[src/rtl/alu_issue_ctrl.sv]
// Issue controller between decode and a handshaked ALU: latches one instruction,
// requests the ALU, and commits its result, condition codes, Y or a trap.
module alu_issue_ctrl #(
  parameter int unsigned TIMEOUT = 16
) (
  input  logic        clk,
  input  logic        rst_n,
  input  logic        issue_valid,
  output logic        issue_ready,
  input  logic [1:0]  issue_op,
  input  logic [5:0]  issue_op3,
  input  logic [31:0] issue_rs1,
  input  logic [31:0] issue_rs2,
  input  logic [4:0]  issue_rd,
  output logic        alu_req,
  output logic [1:0]  alu_op,
  output logic [5:0]  alu_op3,
  output logic [31:0] alu_operand1,
  output logic [31:0] alu_operand2,
  input  logic        alu_reqack,
  input  logic        alu_done,
  input  logic [31:0] alu_val,
  input  logic        alu_n,
  input  logic        alu_z,
  input  logic        alu_v,
  input  logic        alu_c,
  input  logic [31:0] alu_y,
  input  logic        alu_trap,
  output logic        wb_valid,
  output logic [4:0]  wb_rd,
  output logic [31:0] wb_data,
  output logic [3:0]  icc,
  output logic [31:0] y_reg,
  output logic        trap_valid,
  output logic [1:0]  trap_type
);

  localparam int unsigned CNT_W = 8;

  localparam logic [1:0] TRAP_TAG     = 2'b01;
  localparam logic [1:0] TRAP_DIV0    = 2'b10;
  localparam logic [1:0] TRAP_TIMEOUT = 2'b11;

  typedef enum logic [1:0] {IDLE, REQ, WAIT, WB} state_t;

  state_t           state;
  logic [CNT_W-1:0] cnt;
  logic [4:0]       rd_q;

  logic accept;
  logic div_op;
  logic div_zero;
  logic cnt_hit;
  logic tag_trap;
  logic wr_ok;
  logic icc_op;
  logic y_op;

  // Divides are op3 0x0E/0x0F/0x1E/0x1F: op3[5]=0, op3[3:1]=111
  assign accept   = issue_valid && issue_ready;
  assign div_op   = (issue_op == 2'b10) && !issue_op3[5] && (issue_op3[3:1] == 3'b111);
  assign div_zero = div_op && (issue_rs2 == 32'd0);
  assign cnt_hit  = ((CNT_W+1)'(cnt) + (CNT_W+1)'(1)) == (CNT_W+1)'(TIMEOUT);

  // Commit decode on the latched instruction fields
  assign tag_trap = alu_trap && (alu_op == 2'b10) && (alu_op3[5:1] == 5'b10001);
  assign wr_ok    = ((alu_op == 2'b10) || ((alu_op == 2'b00) && (alu_op3[5:3] == 3'b100)))
                    && (rd_q != 5'd0);
  assign icc_op   = (alu_op == 2'b10) && alu_op3[4];
  assign y_op     = (alu_op == 2'b10) &&
                    ((!alu_op3[5] && (alu_op3[3:1] == 3'b101)) || (alu_op3 == 6'b100100));

  always_ff @(posedge clk or negedge rst_n) begin
    if (!rst_n) begin
      state        <= IDLE;
      cnt          <= '0;
      rd_q         <= '0;
      issue_ready  <= 1'b1;
      alu_req      <= 1'b0;
      alu_op       <= '0;
      alu_op3      <= '0;
      alu_operand1 <= '0;
      alu_operand2 <= '0;
      wb_valid     <= 1'b0;
      wb_rd        <= '0;
      wb_data      <= '0;
      icc          <= '0;
      y_reg        <= '0;
      trap_valid   <= 1'b0;
      trap_type    <= '0;
    end else begin
      wb_valid   <= 1'b0;
      trap_valid <= 1'b0;
      case (state)
        IDLE: begin
          if (accept) begin
            alu_op       <= issue_op;
            alu_op3      <= issue_op3;
            alu_operand1 <= issue_rs1;
            alu_operand2 <= issue_rs2;
            rd_q         <= issue_rd;
            cnt          <= '0;
            if (div_zero) begin
              trap_valid <= 1'b1;
              trap_type  <= TRAP_DIV0;
            end else begin
              state       <= REQ;
              alu_req     <= 1'b1;
              issue_ready <= 1'b0;
            end
          end
        end
        REQ: begin
          cnt <= cnt + CNT_W'(1);
          if (cnt_hit) begin
            state       <= IDLE;
            alu_req     <= 1'b0;
            issue_ready <= 1'b1;
            trap_valid  <= 1'b1;
            trap_type   <= TRAP_TIMEOUT;
          end else if (alu_reqack) begin
            state   <= WAIT;
            alu_req <= 1'b0;
          end
        end
        WAIT: begin
          cnt <= cnt + CNT_W'(1);
          // A result arriving on the timeout cycle still wins
          if (alu_done) begin
            state   <= WB;
            wb_rd   <= rd_q;
            wb_data <= alu_val;
            if (tag_trap) begin
              trap_valid <= 1'b1;
              trap_type  <= TRAP_TAG;
            end else begin
              wb_valid <= wr_ok;
              if (icc_op) icc <= {alu_n, alu_z, alu_v, alu_c};
              if (y_op) y_reg <= alu_y;
            end
          end else if (cnt_hit) begin
            state       <= IDLE;
            issue_ready <= 1'b1;
            trap_valid  <= 1'b1;
            trap_type   <= TRAP_TIMEOUT;
          end
        end
        WB: begin
          state       <= IDLE;
          issue_ready <= 1'b1;
        end
        default: begin
          state       <= IDLE;
          alu_req     <= 1'b0;
          issue_ready <= 1'b1;
        end
      endcase
    end
  end

endmodule

[config.mk]
export PLATFORM = sky130hd
export DESIGN_NAME = alu_issue_ctrl
export DESIGN_NICKNAME = d
export VERILOG_FILES = /design/src/rtl/alu_issue_ctrl.sv
export SDC_FILE = /design/constraint.sdc
export NUM_CORES = 1
export LEC_CHECK = 0
export CORE_MARGIN = 2
export CORE_UTILIZATION = 45
export CTS_CLUSTER_DIAMETER = 150
export DETAILED_ROUTE_END_ITERATION = 10
export PLACE_DENSITY = 0.83
export SYNTH_ARGS = -nofsm -noshare
export SYNTH_HDL_FRONTEND = slang
export SYNTH_SLANG_ARGS = --single-unit
[constraint.sdc]
create_clock -name clk -period 5.78 [get_ports clk]
set_clock_uncertainty 0.05 [all_clocks]
set_input_delay 1.445 -clock clk [delete_from_list [all_inputs] [get_ports clk]]
set_output_delay 1.445 -clock clk [all_outputs]
set_load 0.1 [all_outputs]
**After elaboration in Yosys (flattened, before gate mapping)**

Cells that the tools add are included.

- Register bits: 166
- Word-level logic and storage cells: 103

- Add/sub/neg operators: 2
- Equal/unequal tests: 18
- Mux-type cells: 34
- Bitwise operators: 1
- Reduce and logical (&&, ||, !) cells: 32

Operator list:

| operator | number |
|---|---|
| logical NOT 32 bit | 1 |
| two-way mux 2 bit | 11 |
| AND reduction 4 bit | 5 |
| two-way mux 1 bit | 16 |
| case mux 8 bit (2 select lines) | 1 |
| logical AND 1 bit | 11 |
| adder 8 x 1 -> 9 bit, second input constant | 1 |
| == test 3 bit, second input constant | 3 |
| == test 9 x 5 -> 1 bit, second input constant | 1 |
| inequality test 3 bit, second input constant | 3 |
| adder 8 x 1 -> 8 bit, second input constant | 1 |
| == test 2 bit, second input constant | 4 |
| two-way mux 8 bit | 1 |
| inequality test 2 bit, second input constant | 4 |
| case mux 2 bit (4 select lines) | 1 |
| == test 6 bit, second input constant | 1 |
| case mux 2 bit (3 select lines) | 1 |
| AND reduction 2 bit | 3 |
| == test 5 bit, second input constant | 1 |
| nonzero test 5 bit | 1 |
| logical NOT 2 bit | 2 |
| case mux 1 bit (4 select lines) | 1 |
| nonzero test 2 bit | 2 |
| case mux 1 bit (3 select lines) | 1 |
| 8 further kinds | 10 |

**Depth between registers and ports, before layout**

Gate-level depths: netlist of the first run.

- Word-level depth: 7
- Mapped depth: 9
- Mapped depth without buffers: 7

**Least setup slack after synthesis of the first run**

No wires, ideal clock.

- Path type: input -> register
- From: in issue_op[0]
- To: reg state[1]
- Arrival time: 2.742 ns
- Required time: 5.605 ns
- Setup slack: 2.862 ns
- Cell stages on the path: 5
- Buffers on the path: 0
- Cell sequence: nor4b_1 > nand4_1 > o31ai_1 > o21bai_2 > mux2_4

- Word-level cells in the longest chain between the ends: 6

Ends and longest elaborated chain:

| item | RTL line | source |
|---|---|---|
| from (decl) | 10 | `input logic [1:0] issue_op,` |
| == test 2 bit | 61 | `assign div_op = (issue_op == 2'b10) && !issue_op3[5] && (issue_op3[3:1] == 3'b111);` |
| logical AND 1 bit (2 in series) | 61 |  |
| logical AND 1 bit | 62 | `assign div_zero = div_op && (issue_rs2 == 32'd0);` |
| inequality test 2 bit (no line) | n/a |  |
| AND reduction 4 bit (no line) | n/a |  |
| to (signal assigned) | 75 | `state <= IDLE;` |
| to (signal assigned) | 107 | `state <= REQ;` |
| to (signal assigned) | 116 | `state <= IDLE;` |
| to (decl) | 46 | `state_t state;` |

No other way between the ends.
A chain may end at the register's enable or synchronous reset.

**Worst setup path in the final report of the first run**

- From: in issue_op3[1]
- To: reg trap_type[1]

- Word-level cells in the longest chain between the ends: 5

Ends and longest elaborated chain:

| item | RTL line | source |
|---|---|---|
| from (decl) | 11 | `input logic [5:0] issue_op3,` |
| == test 3 bit | 61 |  |
| logical AND 1 bit | 61 |  |
| logical AND 1 bit | 62 |  |
| inequality test 2 bit (no line) | n/a |  |
| AND reduction 4 bit (no line) | n/a |  |
| to (signal assigned) | 90 | `trap_type <= '0;` |
| to (signal assigned) | 105 | `trap_type <= TRAP_DIV0;` |
| to (signal assigned) | 120 | `trap_type <= TRAP_TIMEOUT;` |
| to (decl) | 35 | `output logic [1:0] trap_type` |

No other way between the ends.

==> key figures, run 1 <==
Outcome
  – Outcome: completed

Detailed routing
  – Avg Vias per Cell: 5.08
  – Initial DRC Count: 270
  – DRC Markers: 0
  – Drt pass-1 iters: 4
  – Avg WL per Cell: 17.7 µm
  – Routed WL: 19700 µm
  – Via count: 5660
  – DRT antenna net count: 0

Clock tree
  – Postcts setup bufs: 0
  – CTS clk-pin slew, worst paths: 0.06 ns
  – Max Root-Sink Buffers: 2
  – CTS Hold Bufs: 0
  – TritonCTS clock tree: built
  – Num CTS Buffers: 17
  – CTS H-Tree Depth: 4
  – CTS root buffer: clkbuf_16
  – Clk Latency, worst-skew pair: 0.41 ns
  – CTS sink count: 166
  – Cts repair resizes: 0

Hold path
  – Hold Path Origin: alu_operand2[8]$_DFFE_PN0P_
  – Class of the worst hold path: reg -> reg

Yosys
  – Count of cell types in the netlist: 53
  – Syn nets: 779
  – Top FF cell, synth: dfrtp_1
  – Avg Inst Size Synth: 11.0 µm²
  – Mapped Area: 6800 µm²
  – Sequential fraction of the synthesis area: 61.1%
  – Synth Warn #: 0
  – Post-synth EDFFs: 0
  – Register bit total from synthesis: 166
  – Synth Instances: 620
  – Synth async-reset ratio: 100%

Critical path
  – Crit path launch: issue_op3[1]
  – Crit start category: input port
  – CP required: 6.05 ns
  – Crit path max fanout: 3
  – Critical Path End Type: flip-flop
  – Critical path type: in -> reg
  – FF-to-FF Start: state[0]$_DFFE_PN0P_
  – Crit path DAT: 3.94 ns

STA
  – Post-route minimum period: 3.67 ns
  – Slew headroom: 27.9%
  – Unrepaired setup endpoints after global routing: false
  – Slew Viols, Final: 0
  – Measured slew at the worst slew-check pin: 1.08 ns
  – Hold Fails Final Rpt: 0
  – F_max: 272 MHz
  – Final Cycle Share: 63.6%
  – Final setup fails: 0
  – Setup TNS: 0 ns
  – Fin Hold WS: 0.424 ns

Finish
  – Multi-input gate area: 2520 µm²
  – Antenna cells: 0
  – Fill cells: 1070
  – Post-route cell area: 10600 µm²
  – Nets: 1076
  – Sequential cell area: 4160 µm²
  – Syn-to-layout area delta: 56.2%
  – Layout cells sized above 1: 13.1%

Floorplanning
  – Starting density of the core: 46.4%
  – Die Area: 16100 µm²
  – Row cnt: 44
  – Io pins: 302
  – Die Wd: 127 µm
  – Core area: 14600 µm²
  – Die height: 127 µm

Global route
  – First-pass GRT wire length: 30800 µm
  – Largest net degree at the start of global routing: 79
  – Remaining global-route overflow: 0
  – Vias in the first global route: 5771
  – Antenna violations before repair: 0
  – GRT Overall Usage: 24.7%

Placed design
  – Dpl cell area: 9960 µm²
  – HPWL Detailed: 14600 µm
  – Port buffer count: 301
  – Gpl congestion: 0.839

Flow run
  – Max_cap viols: 0
[per-layer routing]
| metal | vias up | GRT usage [%] | wire, µm |
|---|---|---|---|
| met2 | 274 | 43.3 | 9820 |
| met1 | 2709 | 28.3 | 7640 |
| met5 | - | 0 | 0 |
| met3 | 35 | 8.44 | 1790 |
| met4 | 0 | 8.66 | 467 |
| li1 | 2642 | - | - |
[cell usage after synthesis, types with 5 or more instances]
| cell | instances | area share [%] |
|---|---|---|
| nand2_1 | 251 | 14 |
| dfrtp_1 | 165 | 61 |
| mux2_2 | 72 | 12 |
| clkbuf_1 | 17 | 0.94 |
| ha_1 | 8 | 1.5 |
| nand3_1 | 8 | 0.59 |
| o21ai_0 | 8 | 0.59 |
| a21oi_1 | 7 | 0.52 |
| nor2_1 | 6 | 0.33 |
| nor4_1 | 6 | 0.55 |
| nor2b_1 | 5 | 0.46 |
| o31ai_1 | 5 | 0.55 |
[path summary, 6_finish.rpt]
path                       slack [ns]  depth (start not counted)                          end
setup reg to reg                 3.20                          6       alu_op3[1]$_DFFE_PN0P_
hold / removal                   0.42                          2  alu_operand2[8]$_DFFE_PN0P_
hold reg to reg                  0.42                          2  alu_operand2[8]$_DFFE_PN0P_
min in group asynchronous        0.97                          1           icc[0]$_DFFE_PN0P_
setup / recovery                 2.11                          6     trap_type[1]$_DFFE_PN0P_
max in group asynchronous        3.58                          2        y_reg[21]$_DFFE_PN0P_
[cells in the final DEF (no fill, tap or decap), types with 3 or more instances in the layout]
cell type,n
a21o_1,3
a21oi_1,7
buf_4,5
bufinv_16,5
clkbuf_16,17
clkdlybuf4s50_1,300
clkinv_2,4
dfrtp_1,165
ha_1,8
inv_1,3
mux2_2,72
nand2_1,251
nand3_1,7
nand4_1,3
nor2_1,6
nor2b_1,5
nor3b_1,4
nor4_1,6
o21ai_0,8
o31ai_1,5
[area by class of cell]
cell class | count | share of cell area [%]
clock buffer | 19 | 4.26
clock inverter | 13 | 1.91
inverter | 3 | 0.106
multi-input combinational | 423 | 23.7
sequential | 166 | 39.1
tap | 184 | 2.17
timing repair buffer | 306 | 28.7
[cell families after synthesis]
family	after synthesis	share of synthesized area [%]
muxes	75	12.5
buffers and inverters	31	2.08
xor gates and xnor gates	2	0.258
AOI/OAI and AO/OA	38	3.92
and+or+nand+nor	300	18.7
adders and majority gates	8	1.47
DFF	166	61.1
[critical path, cell delays in order]
cell and delay [ns]:
clkdlybuf4s50_1 0.48, nor4bb_1 0.61, nand4_1 0.33, o41ai_1 0.67, a21oi_1 0.16, a211oi_1 0.25
[stage by stage]
step	instances	utilization, %	setup slack [ns]
global placement	1082	68.0	1.77
detailed placement	1082	68.0	1.73
CTS	1114	72.5	2.09
finish	1114	72.5	2.11
global route	1114	72.5	2.01
floorplan	620	-	2.86
Power of run 1 is not shown: default switching activity piles up to over one toggle a cycle in this logic, so the estimate is an artifact.
==> inputs of run 2 (changes only) <==
CORE_UTILIZATION = 42   (was 45)
PLACE_DENSITY = 0.78   (was 0.83)
clock period = 3.6 ns   (was 5.78 ns; I/O delays follow)
==> run 2 against run 1 <==
  * Utilization shrank 7.3 points
  * Routed wire length is 2.7% lower
  * Hold slack lost 0.047 ns
  * Critical path type unchanged
==> key figures, run 2 (synthesis gave the netlist of run 1 again) <==
STA
  – Unrepaired setup endpoints after global routing: false
  – Slew headroom: 55.4%
  – Post-route minimum period: 3.12 ns
  – Hold Fails Final Rpt: 0
  – Measured slew at the worst slew-check pin: 0.660 ns
  – Final Cycle Share: 86.6%
  – Setup TNS: 0 ns
  – Slew Viols, Final: 0
  – F_max: 321 MHz
  – Final setup fails: 0

Outcome
  – Outcome: completed

Clock tree
  – Max Root-Sink Buffers: 2
  – Cts repair resizes: 0
  – Num CTS Buffers: 17
  – CTS sink count: 166
  – Postcts setup bufs: 0
  – CTS clk-pin slew, worst paths: 0.06 ns
  – CTS Hold Bufs: 0
  – CTS root buffer: clkbuf_16
  – CTS H-Tree Depth: 4
  – TritonCTS clock tree: built
  – Clk Latency, worst-skew pair: 0.42 ns

Detailed routing
  – Initial DRC Count: 247
  – DRT antenna net count: 0
  – Drt pass-1 iters: 4
  – Via count: 5578
  – Avg WL per Cell: 16.7 µm
  – Avg Vias per Cell: 4.85
  – Routed WL: 19200 µm
  – DRC Markers: 0

Critical path
  – CP required: 3.85 ns
  – FF-to-FF End: y_reg[31]$_DFFE_PN0P_
  – Worst r2r path cells: 8
  – Critical Path End Type: flip-flop
  – Crit path max fanout: 4
  – FF-to-FF Start: state[0]$_DFFE_PN0P_
  – Crit start category: input port
  – Critical path type: in -> reg
  – Crit path DAT: 3.37 ns
  – Worst reg-to-reg setup slack: 1.29 ns

Global route
  – Vias in the first global route: 5627
  – GRT Overall Usage: 23.0%
  – Largest net degree at the start of global routing: 80
  – Remaining global-route overflow: 0
  – Antenna violations before repair: 1
  – First-pass GRT wire length: 31000 µm

Floorplanning
  – Core area: 15800 µm²
  – Die Wd: 131 µm
  – Die height: 131 µm
  – Io pins: 302
  – Die Area: 17200 µm²
  – Row cnt: 46
  – Starting density of the core: 43.0%

Placed design
  – Gpl congestion: 0.827
  – HPWL Detailed: 14400 µm
  – Port buffer count: 301

Finish
  – Layout cells sized above 1: 29.6%
  – Nets: 1080
  – Syn-to-layout area delta: 51.8%
  – Fill cells: 1265
  – Antenna cells: 0
  – Leading cell type in the layout, fill and taps excluded: nand2_1
  – Most frequent cells in the layout: nand2_1 (251), dfrtp_1 (165), buf_4 (156)

Hold path
  – Class of the worst hold path: in -> async

Flow run
  – Max_cap viols: 0
run 2: cell count changes in the layout (fill, tap and decap cells not counted):
cell             before  now
and2_1                2    1
and2_2                0    1
buf_12                0    4
buf_4                 5  156
bufinv_16             5    3
clkbuf_1              0    1
clkdlybuf4s50_1     300  149
clkinv_2              4    2
clkinvlp_4            2    3
inv_6                 0    1
nor2_2                1    0
nor2_4                0    1
run 2: critical path: stages:
cell and delay, ns:
clkdlybuf4s50_1 0.46, nor4bb_1 0.48, nand4_1 0.38, o31ai_1 0.58
o21bai_2 0.24, mux2_4 0.31
run 2: through the flow:
stage / cells / setup WS (ns) / util (%) / cell area, µm² / hold slack [ns]
floorplan: 620 / 1.21 / - / 6800 / 0.405
global placement: 1118 / 0.207 / 61.4 / 9710 / 0.409
detailed placement: 1118 / 0.150 / 61.4 / 9710 / 0.413
CTS: 1149 / 0.511 / 65.2 / 10300 / 0.391
global route: 1149 / 0.391 / 65.2 / 10300 / 0.411
finish: 1149 / 0.481 / 65.2 / 10300 / 0.377
run 2: cell type report:
class | count | area (µm²) | area share (%)
Timing Repair Buffer | 310 | 2750 | 26.7
Tap cell | 216 | 270 | 2.62
Multi-Input combinational cell | 423 | 2520 | 24.4
Sequential cell | 166 | 4160 | 40.3
Inverter | 3 | 11.3 | 0.109
Clock buffer | 20 | 457 | 4.43
Clock inverter | 11 | 149 | 1.44
run 2: layer usage:
metal	vias up	part of all wire, %	track usage (%)
met3	34	8.2	8.02
met4	2	2.8	8.94
li1	2654	-	-
met5	-	0.099	0
met1	2638	41	28.9
met2	250	48	36.7
run 2: worst max-delay path by stage:
stage          slack [ns]                     to             startpoint  cells past startpoint
2_1_floorplan        1.21  y_reg[10]$_DFFE_PN0P_  alu_op[0]$_DFFE_PN0P_                      6
3_3_place_gp         0.21   state[1]$_DFFE_PN0P_           issue_op3[1]                      6
3_5_place_dp         0.15   state[1]$_DFFE_PN0P_           issue_op3[1]                      6
4_1_cts              0.51   state[1]$_DFFE_PN0P_           issue_op3[1]                      6
5_1_grt              0.39   state[1]$_DFFE_PN0P_           issue_op3[1]                      6
6_report             0.48   state[1]$_DFFE_PN0P_           issue_rs2[7]                      6
Power of run 2 is left out for the same reason.
